[config.mk]
export PLATFORM = sky130hd
export DESIGN_NAME = if_id_stage_flat
export DESIGN_NICKNAME = d
export VERILOG_FILES = /design/src/rtl/if_id_if.sv /design/src/rtl/if_id_stage.sv /design/src/flat_wrapper.sv
export SDC_FILE = /design/constraint.sdc
export NUM_CORES = 1
export LEC_CHECK = 0
export ABC_AREA = 1
export ABC_CLOCK_PERIOD_IN_PS = 3800
export CAP_MARGIN = 20
export CORE_ASPECT_RATIO = 0.6
export CORE_MARGIN = 2
export CORE_UTILIZATION = 40
export DETAILED_ROUTE_END_ITERATION = 12
export PLACE_DENSITY = 0.71
export SLEW_MARGIN = 20
export SYNTH_ARGS = -nofsm -noshare
export SYNTH_HDL_FRONTEND = slang
export SYNTH_SLANG_ARGS = --single-unit
[constraint.sdc]
create_clock -name clk -period 3.8 [get_ports clk]
set_input_delay 1.14 -clock clk [delete_from_list [all_inputs] [get_ports clk]]
set_output_delay 1.14 -clock clk [all_outputs]
set_load 0.005 [all_outputs]
[src/rtl/if_id_if.sv]
// IF/ID stage handshake bundle: fetch-side push, decode-side head view.
interface if_id_if;
    logic        if_valid;
    logic [31:0] if_pc;
    logic [31:0] if_inst;
    logic        if_ready;
    logic        flush;
    logic        id_allow_in;
    logic        in_delayslot_i;
    logic        id_valid;
    logic [31:0] id_pc;
    logic [31:0] id_inst;
    logic [5:0]  id_op;
    logic [4:0]  id_rs;
    logic [4:0]  id_rt;
    logic [4:0]  id_shamt;
    logic [5:0]  id_func;
    logic        id_is_delayslot;
    logic        id_adel;

    modport master (
        output if_valid, if_pc, if_inst, flush,
        output id_allow_in, in_delayslot_i,
        input  if_ready, id_valid, id_pc, id_inst,
        input  id_op, id_rs, id_rt, id_shamt, id_func,
        input  id_is_delayslot, id_adel
    );

    modport slave (
        input  if_valid, if_pc, if_inst, flush,
        input  id_allow_in, in_delayslot_i,
        output if_ready, id_valid, id_pc, id_inst,
        output id_op, id_rs, id_rt, id_shamt, id_func,
        output id_is_delayslot, id_adel
    );
endinterface

[src/rtl/if_id_stage.sv]
// IF->ID stage: small instruction FIFO with pre-split decode fields,
// delay-slot tagging and PC-misalignment (AdEL) flag.
module if_id_stage #(
    parameter int DEPTH = 2,
    parameter int PTR_W = 1
) (
    input logic   clk,
    input logic   rst,
    if_id_if.slave bus
);

    typedef struct packed {
        logic [31:0] pc;
        logic [31:0] inst;
        logic        adel;
    } entry_t;

    localparam logic [PTR_W:0]   FULL_CNT = (PTR_W + 1)'(DEPTH);
    localparam logic [PTR_W:0]   CNT_ONE  = (PTR_W + 1)'(1);
    localparam logic [PTR_W-1:0] PTR_ONE  = PTR_W'(1);

    entry_t            mem [DEPTH];
    logic [PTR_W-1:0]  wr_ptr;
    logic [PTR_W-1:0]  rd_ptr;
    logic [PTR_W:0]    count;
    logic              ds_pending;
    logic              push;
    logic              pop;
    entry_t            head;

    assign bus.if_ready = (count != FULL_CNT);
    assign bus.id_valid = (count != '0);

    assign push = bus.if_valid & bus.if_ready;
    assign pop  = bus.id_valid & bus.id_allow_in;

    assign head = mem[rd_ptr];

    assign bus.id_pc    = head.pc;
    assign bus.id_inst  = head.inst;
    assign bus.id_adel  = head.adel;
    assign bus.id_op    = head.inst[31:26];
    assign bus.id_rs    = head.inst[25:21];
    assign bus.id_rt    = head.inst[20:16];
    assign bus.id_shamt = head.inst[10:6];
    assign bus.id_func  = head.inst[5:0];

    assign bus.id_is_delayslot = ds_pending & bus.id_valid;

    // Flush only rewinds bookkeeping; stale entries stay but are unreachable.
    always_ff @(posedge clk) begin
        if (rst) begin
            wr_ptr     <= '0;
            rd_ptr     <= '0;
            count      <= '0;
            ds_pending <= 1'b0;
            for (int i = 0; i < DEPTH; i++) begin
                mem[i] <= '0;
            end
        end else if (bus.flush) begin
            wr_ptr     <= '0;
            rd_ptr     <= '0;
            count      <= '0;
            ds_pending <= 1'b0;
        end else begin
            if (push) begin
                mem[wr_ptr] <= '{
                    pc:   bus.if_pc,
                    inst: bus.if_inst,
                    adel: (bus.if_pc[1:0] != 2'b00)
                };
                wr_ptr <= wr_ptr + PTR_ONE;
            end
            if (pop) begin
                rd_ptr     <= rd_ptr + PTR_ONE;
                ds_pending <= bus.in_delayslot_i;
            end
            unique case (1'b1)
                push && !pop: count <= count + CNT_ONE;
                pop && !push: count <= count - CNT_ONE;
                default:      ;
            endcase
        end
    end

endmodule
[src/flat_wrapper.sv]
// flat-port wrapper written by rule: the top's interface ports become plain ports
module if_id_stage_flat 
#(
    parameter int DEPTH = 2,
    parameter int PTR_W = 1
)
  (clk, rst, bus_if_valid, bus_if_pc, bus_if_inst, bus_flush, bus_id_allow_in, bus_in_delayslot_i, bus_if_ready, bus_id_valid, bus_id_pc, bus_id_inst, bus_id_op, bus_id_rs, bus_id_rt, bus_id_shamt, bus_id_func, bus_id_is_delayslot, bus_id_adel);
  if_id_if bus_i ();
  input logic clk;
  input logic rst;
  input wire logic [$bits(bus_i.if_valid)-1:0] bus_if_valid;
  input wire logic [$bits(bus_i.if_pc)-1:0] bus_if_pc;
  input wire logic [$bits(bus_i.if_inst)-1:0] bus_if_inst;
  input wire logic [$bits(bus_i.flush)-1:0] bus_flush;
  input wire logic [$bits(bus_i.id_allow_in)-1:0] bus_id_allow_in;
  input wire logic [$bits(bus_i.in_delayslot_i)-1:0] bus_in_delayslot_i;
  output wire logic [$bits(bus_i.if_ready)-1:0] bus_if_ready;
  output wire logic [$bits(bus_i.id_valid)-1:0] bus_id_valid;
  output wire logic [$bits(bus_i.id_pc)-1:0] bus_id_pc;
  output wire logic [$bits(bus_i.id_inst)-1:0] bus_id_inst;
  output wire logic [$bits(bus_i.id_op)-1:0] bus_id_op;
  output wire logic [$bits(bus_i.id_rs)-1:0] bus_id_rs;
  output wire logic [$bits(bus_i.id_rt)-1:0] bus_id_rt;
  output wire logic [$bits(bus_i.id_shamt)-1:0] bus_id_shamt;
  output wire logic [$bits(bus_i.id_func)-1:0] bus_id_func;
  output wire logic [$bits(bus_i.id_is_delayslot)-1:0] bus_id_is_delayslot;
  output wire logic [$bits(bus_i.id_adel)-1:0] bus_id_adel;
  assign bus_i.if_valid = bus_if_valid;
  assign bus_i.if_pc = bus_if_pc;
  assign bus_i.if_inst = bus_if_inst;
  assign bus_i.flush = bus_flush;
  assign bus_i.id_allow_in = bus_id_allow_in;
  assign bus_i.in_delayslot_i = bus_in_delayslot_i;
  assign bus_if_ready = bus_i.if_ready;
  assign bus_id_valid = bus_i.id_valid;
  assign bus_id_pc = bus_i.id_pc;
  assign bus_id_inst = bus_i.id_inst;
  assign bus_id_op = bus_i.id_op;
  assign bus_id_rs = bus_i.id_rs;
  assign bus_id_rt = bus_i.id_rt;
  assign bus_id_shamt = bus_i.id_shamt;
  assign bus_id_func = bus_i.id_func;
  assign bus_id_is_delayslot = bus_i.id_is_delayslot;
  assign bus_id_adel = bus_i.id_adel;
  if_id_stage #(.DEPTH(DEPTH), .PTR_W(PTR_W)) u_core (.clk(clk), .rst(rst), .bus(bus_i));
endmodule
==> qor.yml <==
detailed_routing:
  wire_per_inst_um: 15.1
  wl_met2_um: 5510
  via_count: 3811
  drc: 0
  wl_met1_um: 6000
  routed_wl_um: 12700
  wl_met3_um: 1100
  highest_layer: "met4"
  antenna_left: 0
  dr.pass1.iters: 4
  drtIter0Drc: 222
  vias_per_cell: 4.53
yosys:
  avgSynthCellArea_sq_um: 12.8
  syn_area_sq_um: 6180
  netlist_instances: 484
  syn_nets: 555
  ys_seq_area_share_pct: 65.1
  synth-seq-cells: 136
  ys_types: 22
  yosysWarningCount: 0
critical_path:
  worstPathRequired_ns: 2.66
  startpoint_type: "flop"
  crit_fanout: 45
  path_class: "reg -> out"
  arrival_ns: 2.17
  end_kind: "output port"
global_routing:
  grt_pass1_vias: 3987
  grt_max_degree: 66
  grt_pass1_wl_um: 20200
  grt-ovfl-total: 0
  grtUsageTotal_pct: 16.1
  grt_antenna_before_repair: 0
power_and_ir_drop:
  power.density_nw_per_um2: 450
  peakVddDrop_uv: 224
  power.leakage_nw: 3.39
  power_w: 0.00378
floorplan:
  dieArea_sq_um: 16500
  row_count: 35
  floorplan.initialDensity_pct: 40.6
  io_pins: 165
  die_y_um: 100
  core_area_sq_um: 15200
  die_width_um: 164
sta:
  fin_skew_ns: 0.0107
  max_freq_ghz: 0.302
  finalSetupViolations: 0
  rsz0062_at_grt: "false"
  tightestPinTransition_ns: 0.748
  report.final.hold_viol_count: 0
  hold_ws_ns: 0.499
  slew_viol_final: 0
  slew_headroom_pct: 50.2
  min_period_ns: 3.31
  finalSetupTns_ns: 0
  min_period_over_period_pct: 87.0
layout:
  nets: 697
  design_area_sq_um: 8390
  insertedDiodeCount: 0
  drive_above_1_share_pct: 21.8
  final_core_util_pct: 55.0
  syn_to_final_growth_pct: 35.7
  fill_cells: 1302
hold_path:
  hold_path.class: "reg -> reg"
place:
  placed_area_sq_um: 7800
  dp_hpwl_um: 8320
  portBuffers: 164
  gp_congestion: 0.758
job:
  maxCapViolCount: 0
cts:
  cts_tree: "yes"
  post_cts_buffers: 0
  cts.repair.resized: 0
  cts_buffer_depth: 2
  cts-root-buf: "clkbuf_16"
  clk_pin_slew_ns: 0.06
  ctsHoldBuffers: 0
  cts-buffers-inserted: 17
  h-tree-depth: 4
  clk_latency_ns: 0.41
  numClockSinks: 136
outcome:
  status: "finished clean"
## cell usage after synthesis (all sizes together)
| library cell | instances | area share, % |
|---|---|---|
| nand3 | 2 | 0.24 |
| o21a | 1 | 0.12 |
| a21oi | 1 | 0.081 |
| ha | 1 | 0.20 |
| inv | 72 | 4.4 |
| nand2 | 12 | 1.0 |
| nor2 | 142 | 11 |
| buf | 48 | 6.0 |
| dfxtp | 6 | 1.9 |
| o21ai | 3 | 0.24 |
| edfxtp | 130 | 63 |
| nand4 | 1 | 0.10 |
| mux2 | 65 | 12 |
## power by group
part / switching [W] / internal, W
registers: 0.0000182 / 0.00172
logic: 0.000169 / 0.000234
clock network: 0.000610 / 0.00103
## worst max-delay path: stages, from the launching register on
cell	delay (ns)
dfxtp_2	0.32
buf_4	0.49
mux2_2	0.44
clkdlybuf4s50_1	0.46
## per-stage QoR
stage | instances | setup slack [ns]
after floorplan | 484 | 0.232
after global placement | 810 | 0.790
after detailed placement | 810 | 0.718
after CTS | 842 | 0.440
after global routing | 842 | 0.389
final | 842 | 0.492
## cell usage in the layout, fill, tap and decap left out
cell             instances
a21oi_1                  1
clkinv_4                 2
nor2_2                  20
buf_12                   2
dfxtp_1                  5
inv_6                    2
clkbuf_1                 2
mux2_2                  65
inv_2                    2
o21ai_0                  3
nand3_1                  1
nand2_4                  5
ha_1                     1
bufinv_16                3
nand3_2                  1
nor2_1                 112
clkbuf_16               17
clkinv_2                 4
nand2_1                  7
dfxtp_2                  1
nand4_1                  1
nor2_4                  10
edfxtp_1               130
buf_4                    5
inv_1                   70
o21a_1                   1
clkdlybuf4s50_1        164
clkinv_1                 2
## cells by family (layout without fill, tap and decap cells)
| group | after synthesis | count (layout) | share of synthesized area, % |
|---|---|---|---|
| and+or+nand+nor | 157 | 157 | 12.0 |
| DFF | 136 | 136 | 65.1 |
| buffers and inverters | 120 | 275 | 10.4 |
| muxes | 65 | 65 | 11.8 |
| AOI/OAI and AO/OA | 5 | 5 | 0.445 |
| adders and majority gates | 1 | 1 | 0.202 |
## final timing paths
kind / to / cells past startpoint / start / slack, ns
worst min-delay path: u_core.ds_pending / 2 / u_core.ds_pending / 0.50
worst max-delay path: bus_id_pc[4] / 3 / flop / 0.49
worst min register to register: u_core.ds_pending / 2 / u_core.ds_pending / 0.50
worst max register to register: u_core.mem[0][59] / 7 / u_core.count[0] / 1.96
## area by class of cell
| type | instances | area [sq um] | share of cell area, % |
|---|---|---|---|
| multi-input cells | 228 | 1530 | 18.3 |
| well taps | 203 | 254 | 3.03 |
| clock buffers | 19 | 433 | 5.16 |
| clock inverters | 13 | 153 | 1.82 |
| flip-flops and latches | 136 | 4030 | 48.0 |
| repair buffers | 171 | 1720 | 20.5 |
| inverters | 72 | 270 | 3.22 |
## per-layer routing
metal | GRT usage, % | vias to the layer above
met3 | 4.79 | 10
li1 | - | 1842
met2 | 24.3 | 145
met1 | 22.6 | 1814
met4 | 5.22 | 0
met5 | 0 | -
## registers in the layout (all words and copies together) (netlist names), named ones only
name,count
u_core.rd_ptr,1
u_core.count,2
u_core.wr_ptr,1
u_core.ds_pending,1
u_core.mem,130
Power figures use the tool's default switching activity.
